$ cat src/rtl/uart_baud_ctrl.sv
// Baud divisor configuration for the UART divider: shadow/active divisor registers with an
// idle-gated apply, plus an autobaud FSM that measures one start-bit width on uart_rxd.
module uart_baud_ctrl #(
  parameter logic [11:0] DEF_TX     = 12'd433,
  parameter logic [8:0]  DEF_RX     = 9'd26,
  parameter logic [23:0] AB_TIMEOUT = 24'd10000000
) (
  input  logic        clk,
  input  logic        rst_n,
  input  logic        cfg_we,
  input  logic [1:0]  cfg_addr,
  input  logic [15:0] cfg_wdata,
  output logic [15:0] cfg_rdata,
  input  logic        uart_rxd,
  input  logic        tx_idle,
  input  logic        rx_idle,
  output logic [11:0] tx_cnt,
  output logic [8:0]  rx_cnt,
  output logic        ab_busy,
  output logic        irq
);

  localparam logic [2:0] S_IDLE      = 3'd0;
  localparam logic [2:0] S_WAIT_HIGH = 3'd1;
  localparam logic [2:0] S_WAIT_FALL = 3'd2;
  localparam logic [2:0] S_MEASURE   = 3'd3;
  localparam logic [2:0] S_CHECK     = 3'd4;
  localparam logic [2:0] S_DONE_OK   = 3'd5;
  localparam logic [2:0] S_DONE_ERR  = 3'd6;

  logic [2:0]  state;
  logic [11:0] sh_tx;
  logic [8:0]  sh_rx;
  logic        pending, ab_done, ab_err;
  logic        rxd_m, rxd_s;
  logic [23:0] tcnt;
  logic [15:0] bcnt;

  logic        wr_ctrl, commit, ab_start, ab_clear, wr_tx, wr_rx, apply;
  logic        b_ok, timeout, ab_ok;
  logic [11:0] ab_tx;
  logic [8:0]  ab_rx;
  logic        unused_bits;

  assign ab_busy  = (state != S_IDLE);
  assign wr_ctrl  = cfg_we && (cfg_addr == 2'd2);
  assign commit   = wr_ctrl && cfg_wdata[0];
  assign ab_start = wr_ctrl && cfg_wdata[1] && (state == S_IDLE);
  assign ab_clear = wr_ctrl && cfg_wdata[2];
  assign wr_tx    = cfg_we && (cfg_addr == 2'd0) && !ab_busy;
  assign wr_rx    = cfg_we && (cfg_addr == 2'd1) && !ab_busy;
  assign apply    = pending && tx_idle && rx_idle;
  assign b_ok     = (bcnt >= 16'd32) && (bcnt <= 16'd8192);
  assign timeout  = (tcnt == AB_TIMEOUT - 24'd1);
  assign ab_ok    = (state == S_CHECK) && b_ok;
  // B is at most 8192 when accepted, so these slices hold B>>1 and B>>5 modulo the divisor widths
  assign ab_tx    = bcnt[12:1] - 12'd1;
  assign ab_rx    = bcnt[13:5] - 9'd1;
  assign unused_bits = ^cfg_wdata[15:12];

  always_comb begin
    cfg_rdata = 16'h0000;
    case (cfg_addr)
      2'd0:    cfg_rdata = {4'b0, sh_tx};
      2'd1:    cfg_rdata = {7'b0, sh_rx};
      2'd3:    cfg_rdata = {12'b0, pending, ab_err, ab_done, ab_busy};
      default: cfg_rdata = 16'h0000;
    endcase
  end

  // rx line idles high, so the synchronizer resets to 1 to avoid a false falling edge
  always_ff @(posedge clk or negedge rst_n) begin
    if (!rst_n) begin
      rxd_m <= 1'b1;
      rxd_s <= 1'b1;
    end else begin
      rxd_m <= uart_rxd;
      rxd_s <= rxd_m;
    end
  end

  always_ff @(posedge clk or negedge rst_n) begin
    if (!rst_n) begin
      tx_cnt  <= DEF_TX;
      rx_cnt  <= DEF_RX;
      sh_tx   <= DEF_TX;
      sh_rx   <= DEF_RX;
      pending <= 1'b0;
    end else begin
      if (apply) begin
        tx_cnt <= sh_tx;
        rx_cnt <= sh_rx;
      end
      // a fresh commit wins over the apply that consumes the previous one
      if (commit || ab_ok) pending <= 1'b1;
      else if (apply)      pending <= 1'b0;
      if (ab_ok) begin
        sh_tx <= ab_tx;
        sh_rx <= ab_rx;
      end else begin
        if (wr_tx) sh_tx <= cfg_wdata[11:0];
        if (wr_rx) sh_rx <= cfg_wdata[8:0];
      end
    end
  end

  always_ff @(posedge clk or negedge rst_n) begin
    if (!rst_n) begin
      state   <= S_IDLE;
      tcnt    <= 24'd0;
      bcnt    <= 16'd0;
      ab_done <= 1'b0;
      ab_err  <= 1'b0;
      irq     <= 1'b0;
    end else begin
      irq <= 1'b0;
      if (ab_clear) begin
        ab_done <= 1'b0;
        ab_err  <= 1'b0;
      end
      case (state)
        S_IDLE: if (ab_start) begin
          state   <= S_WAIT_HIGH;
          ab_done <= 1'b0;
          ab_err  <= 1'b0;
        end
        S_WAIT_HIGH: begin
          tcnt <= 24'd0;
          if (rxd_s) state <= S_WAIT_FALL;
        end
        S_WAIT_FALL: begin
          if (!rxd_s) begin
            state <= S_MEASURE;
            bcnt  <= 16'd1;
          end else if (timeout) begin
            state  <= S_DONE_ERR;
            ab_err <= 1'b1;
            irq    <= 1'b1;
          end else begin
            tcnt <= tcnt + 24'd1;
          end
        end
        S_MEASURE: begin
          if (rxd_s)                  state <= S_CHECK;
          else if (bcnt != 16'hFFFF)  bcnt  <= bcnt + 16'd1;
        end
        S_CHECK: begin
          irq <= 1'b1;
          if (b_ok) begin
            state   <= S_DONE_OK;
            ab_done <= 1'b1;
          end else begin
            state  <= S_DONE_ERR;
            ab_err <= 1'b1;
          end
        end
        S_DONE_OK, S_DONE_ERR: state <= S_IDLE;
        default: state <= S_IDLE;
      endcase
    end
  end

endmodule
$ cat config.mk
export PLATFORM = sky130hd
export DESIGN_NAME = uart_baud_ctrl
export DESIGN_NICKNAME = d
export VERILOG_FILES = /design/src/rtl/uart_baud_ctrl.sv
export SDC_FILE = /design/constraint.sdc
export NUM_CORES = 1
export LEC_CHECK = 0
export CAP_MARGIN = 40
export CELL_PAD_IN_SITES_DETAIL_PLACEMENT = 1
export CELL_PAD_IN_SITES_GLOBAL_PLACEMENT = 1
export CORE_ASPECT_RATIO = 1.75
export CORE_UTILIZATION = 44
export DETAILED_ROUTE_END_ITERATION = 8
export PLACE_DENSITY = 0.83
export SLEW_MARGIN = 5
export SYNTH_ARGS = -nofsm -noshare
export SYNTH_HDL_FRONTEND = slang
export SYNTH_SLANG_ARGS = --single-unit
export TNS_END_PERCENT = 100
$ cat constraint.sdc
create_clock -name clk -period 2.35 [get_ports clk]
set_input_delay 0.47 -clock clk [delete_from_list [all_inputs] [get_ports clk]]
set_output_delay 0.47 -clock clk [all_outputs]
set_load 0.01 [all_outputs]
==> impl_metrics.tcl <==
set metrics [dict create \
    end_kind "output pin" \
    internal_power_uw 4130 \
    crit_end "cfg_rdata[8]" \
    pwr-share-clk 0.250 \
    p_leak_uw 0.00276 \
    max_cap_viol_count 0 \
    reg2regPathDepth 6 \
    fin_area_um2 6310 \
    start_kind "primary input" \
    root_buffer "clkbuf_16" \
    first_pass_iters 6 \
    timing.fmax_mhz 439 \
    clock-skew-final_ns 0.0104 \
    worst-r2r-setup-slack_ns 0.18 \
    grt_pass1_wl_um 23800 \
    ys_top_cells_by_area "dfrtp_1 (35%), mux2i_1 (9.8%), dfstp_2 (9.1%), mux2_2 (4.5%), xnor2_1 (4.2%)" \
    cts_max_path_buffers 2 \
    required_ns 1.88 \
    synth_ff_type "dfrtp_1" \
    ios 63 \
    violations "DRC" \
    async_reset_ff_frac 1.00 \
    routed_wl_um 14000 \
    grt_max_degree 48 \
    antenna_found_initial 0 \
    worstPathMaxFanout 13 \
    netlist_area_um2 5200 \
    initial_core_util 0.452 \
    synth-edff-count 0 \
    place_area_um2 5980 \
    p_total_uw 6240 \
    tightestPinTransition_ns 0.737 \
    overflow 0 \
    power_density_nw_per_um2 989 \
    drive_above_1_share 0.200 \
    hpwl_um 9950 \
    die-area_um2 12300 \
    maxSlewViolCount 0 \
    fin_crit_sh 0.969 \
    io_buffers 54 \
    track_usage 0.248 \
    viasPerCell 5.93 \
    yosysWarningCount 0 \
    die_x_um 84.2 \
    seqPwrFrac 0.399 \
    rr_startpoint "bcnt[1]$_DFFE_PN0P_" \
    cts_tree "done" \
    syn_to_final_growth_pct 21.3 \
    avgSynthCellArea_um2 10.6 \
    hold_viol 0 \
    path_cells "clkdlybuf4s50_1 -> buf_12 -> buf_12 -> mux2i_2 -> nor2_1 -> dlygate4sd2_1" \
    critPathArrivalTime_ns 1.81 \
    crit_path_start "cfg_addr[0]" \
    met3_usage 0.0442 \
    cts.sinks 91 \
    hold_buffers 0 \
    mostFrequentLayoutCell "dfrtp_1" \
    diodes 0 \
    path_class "in -> out" \
    nFillCells 1233 \
    final_cell_mix "dfrtp_1 (73), mux2i_1 (50), nor2_1 (44)" \
    setup_viol 0 \
    drc 12 \
    outcome "finished, violations left" \
    use_met1 0.259 \
    synthesis.instances 492 \
    rsz0062_at_grt "no" \
    slew_headroom 0.504 \
    power_frac_comb 0.350 \
    ys_ff_latch 91 \
    die_h_um 146 \
    coreArea_um2 11500 \
    grt_pass1_vias 4595 \
    hp-class "in -> async" \
    rr_endpoint "bcnt[1]$_DFFE_PN0P_" \
    routedWlPerCell_um 20.2 \
    synth_top_area_cell "dfrtp_1" \
    post-route-min-period_ns 2.28 \
    path_clk_slew_ns 0.07 \
    drtIter0Drc 170 \
    grt_use_met2 0.462 \
    synth.top_cell.area_share 0.351 \
    cp_slowest_stage_delay_ns 0.51 \
    cts-buffers-inserted 9 \
    cp_slowest_cell "clkdlybuf4s50_1" \
    rows 52 \
    ir_drop_v 0.000372 \
    clk_latency_ns 0.35 \
    cp_common_cell "buf_12" \
    nets 589 \
    holdWs_ns 0.0119 \
    busiest_layer "met2" \
    place_congestion 0.843 \
    vias 4120 \
    h-tree-depth 3 \
    ant_nets 0 \
    synth_cell_type_count 64 \
    p_sw_uw 2110 \
    seq_area_um2 2300 \
    yosysSeqAreaShare 0.442 \
    switching_share 0.338 \
    multi_input_area_um2 2650 \
]
per-layer routing:
layer  wire length [um]  vias to the layer above
met5                  0                        -
met4                678                        0
met3                490                       48
met2               7890                      113
met1               4960                     2085
li1                   -                     1874
cells in the mapped netlist (all sizes together), types with 14 or more instances:
cell and number:
xor2 16, nand4 21, dfstp 18, nand3 27, a21oi 16, dfrtp 73
o21ai 14, mux2 21, nand2 21, xnor2 25, buf 28, nor2 45
mux2i 51
area by class of cell:
type                       instances  area share
tap                              135      0.0268
clock inverter                     6      0.0145
multi-input combinational        357       0.420
sequential                        91       0.365
inverter                           9     0.00536
clock buffer                       9      0.0357
timing repair buffer              88       0.133
repair_timing:
item / in CTS / in global routing
setup buffers: 1 / 0
gates resized for setup: 13 / 2
pin swaps: 1 / 0
setup endpoints to repair: 18 / 9
critical path, delay by kind of cell:
family,cells,cell delay [ns]
buf+inv,4,1.07
mux,1,0.20
simple gates,1,0.06
how the worst min path moves through the flow:
| stage | start | end | slack (ns) | cells after the start |
|---|---|---|---|---|
| 2_1_floorplan | rst_n | ab_done$_DFF_PN0_ | 0.17 | 0 |
| 3_3_place_gp | rxd_m$_DFF_PN1_ | rxd_s$_DFF_PN1_ | 0.35 | 0 |
| 3_5_place_dp | rxd_m$_DFF_PN1_ | rxd_s$_DFF_PN1_ | 0.35 | 0 |
| 4_1_cts | rst_n | sh_tx[11]$_DFFE_PN0P_ | 0.01 | 1 |
| 5_1_grt | rst_n | tx_cnt[9]$_DFFE_PN0P_ | 0.02 | 1 |
| 6_report | rst_n | sh_tx[11]$_DFFE_PN0P_ | 0.01 | 1 |
cell families after synthesis:
kind of cell	Yosys count	share of synthesized area
and+or+nand+nor	171	0.189
DFF	91	0.442
muxes	72	0.144
AOI/OAI and AO/OA	60	0.0796
buffers and inverters	47	0.0544
xor gates and xnor gates	41	0.0691
adders and majority gates	9	0.0217
other	1	0.000721
metrics by stage:
stage          utilization  TNS [ns]  worst slack, ns  instances
6_report             0.548         0           0.0719        695
5_1_grt              0.548         0           0.0116        695
4_1_cts              0.547         0           0.0788        695
3_5_place_dp         0.520     -1.18           -0.159        679
3_3_place_gp         0.520    -0.599          -0.0951        679
2_1_floorplan            -         0            0.443        495
power groups by stage:
| stage | clock network, uW | logic [uW] | registers [uW] |
|---|---|---|---|
| 2_1_floorplan | 0 | 1190 | 2460 |
| 3_3_place_gp | 0 | 2070 | 2460 |
| 3_5_place_dp | 0 | 2180 | 2500 |
| 4_1_cts | 1600 | 2210 | 2490 |
| 5_1_grt | 1650 | 2370 | 2560 |
| 6_report | 1560 | 2190 | 2490 |
state kept, by name (all words and copies together), names as in the netlist:
signal and cells:
ab_err 1, irq 1, sh_rx 9, pending 1, state 3, tcnt 24, tx_cnt 12, sh_tx 12
rxd_s 1, rxd_m 1, rx_cnt 9, bcnt 16, ab_done 1
Note: power is estimated with default switching activity, not from simulation.
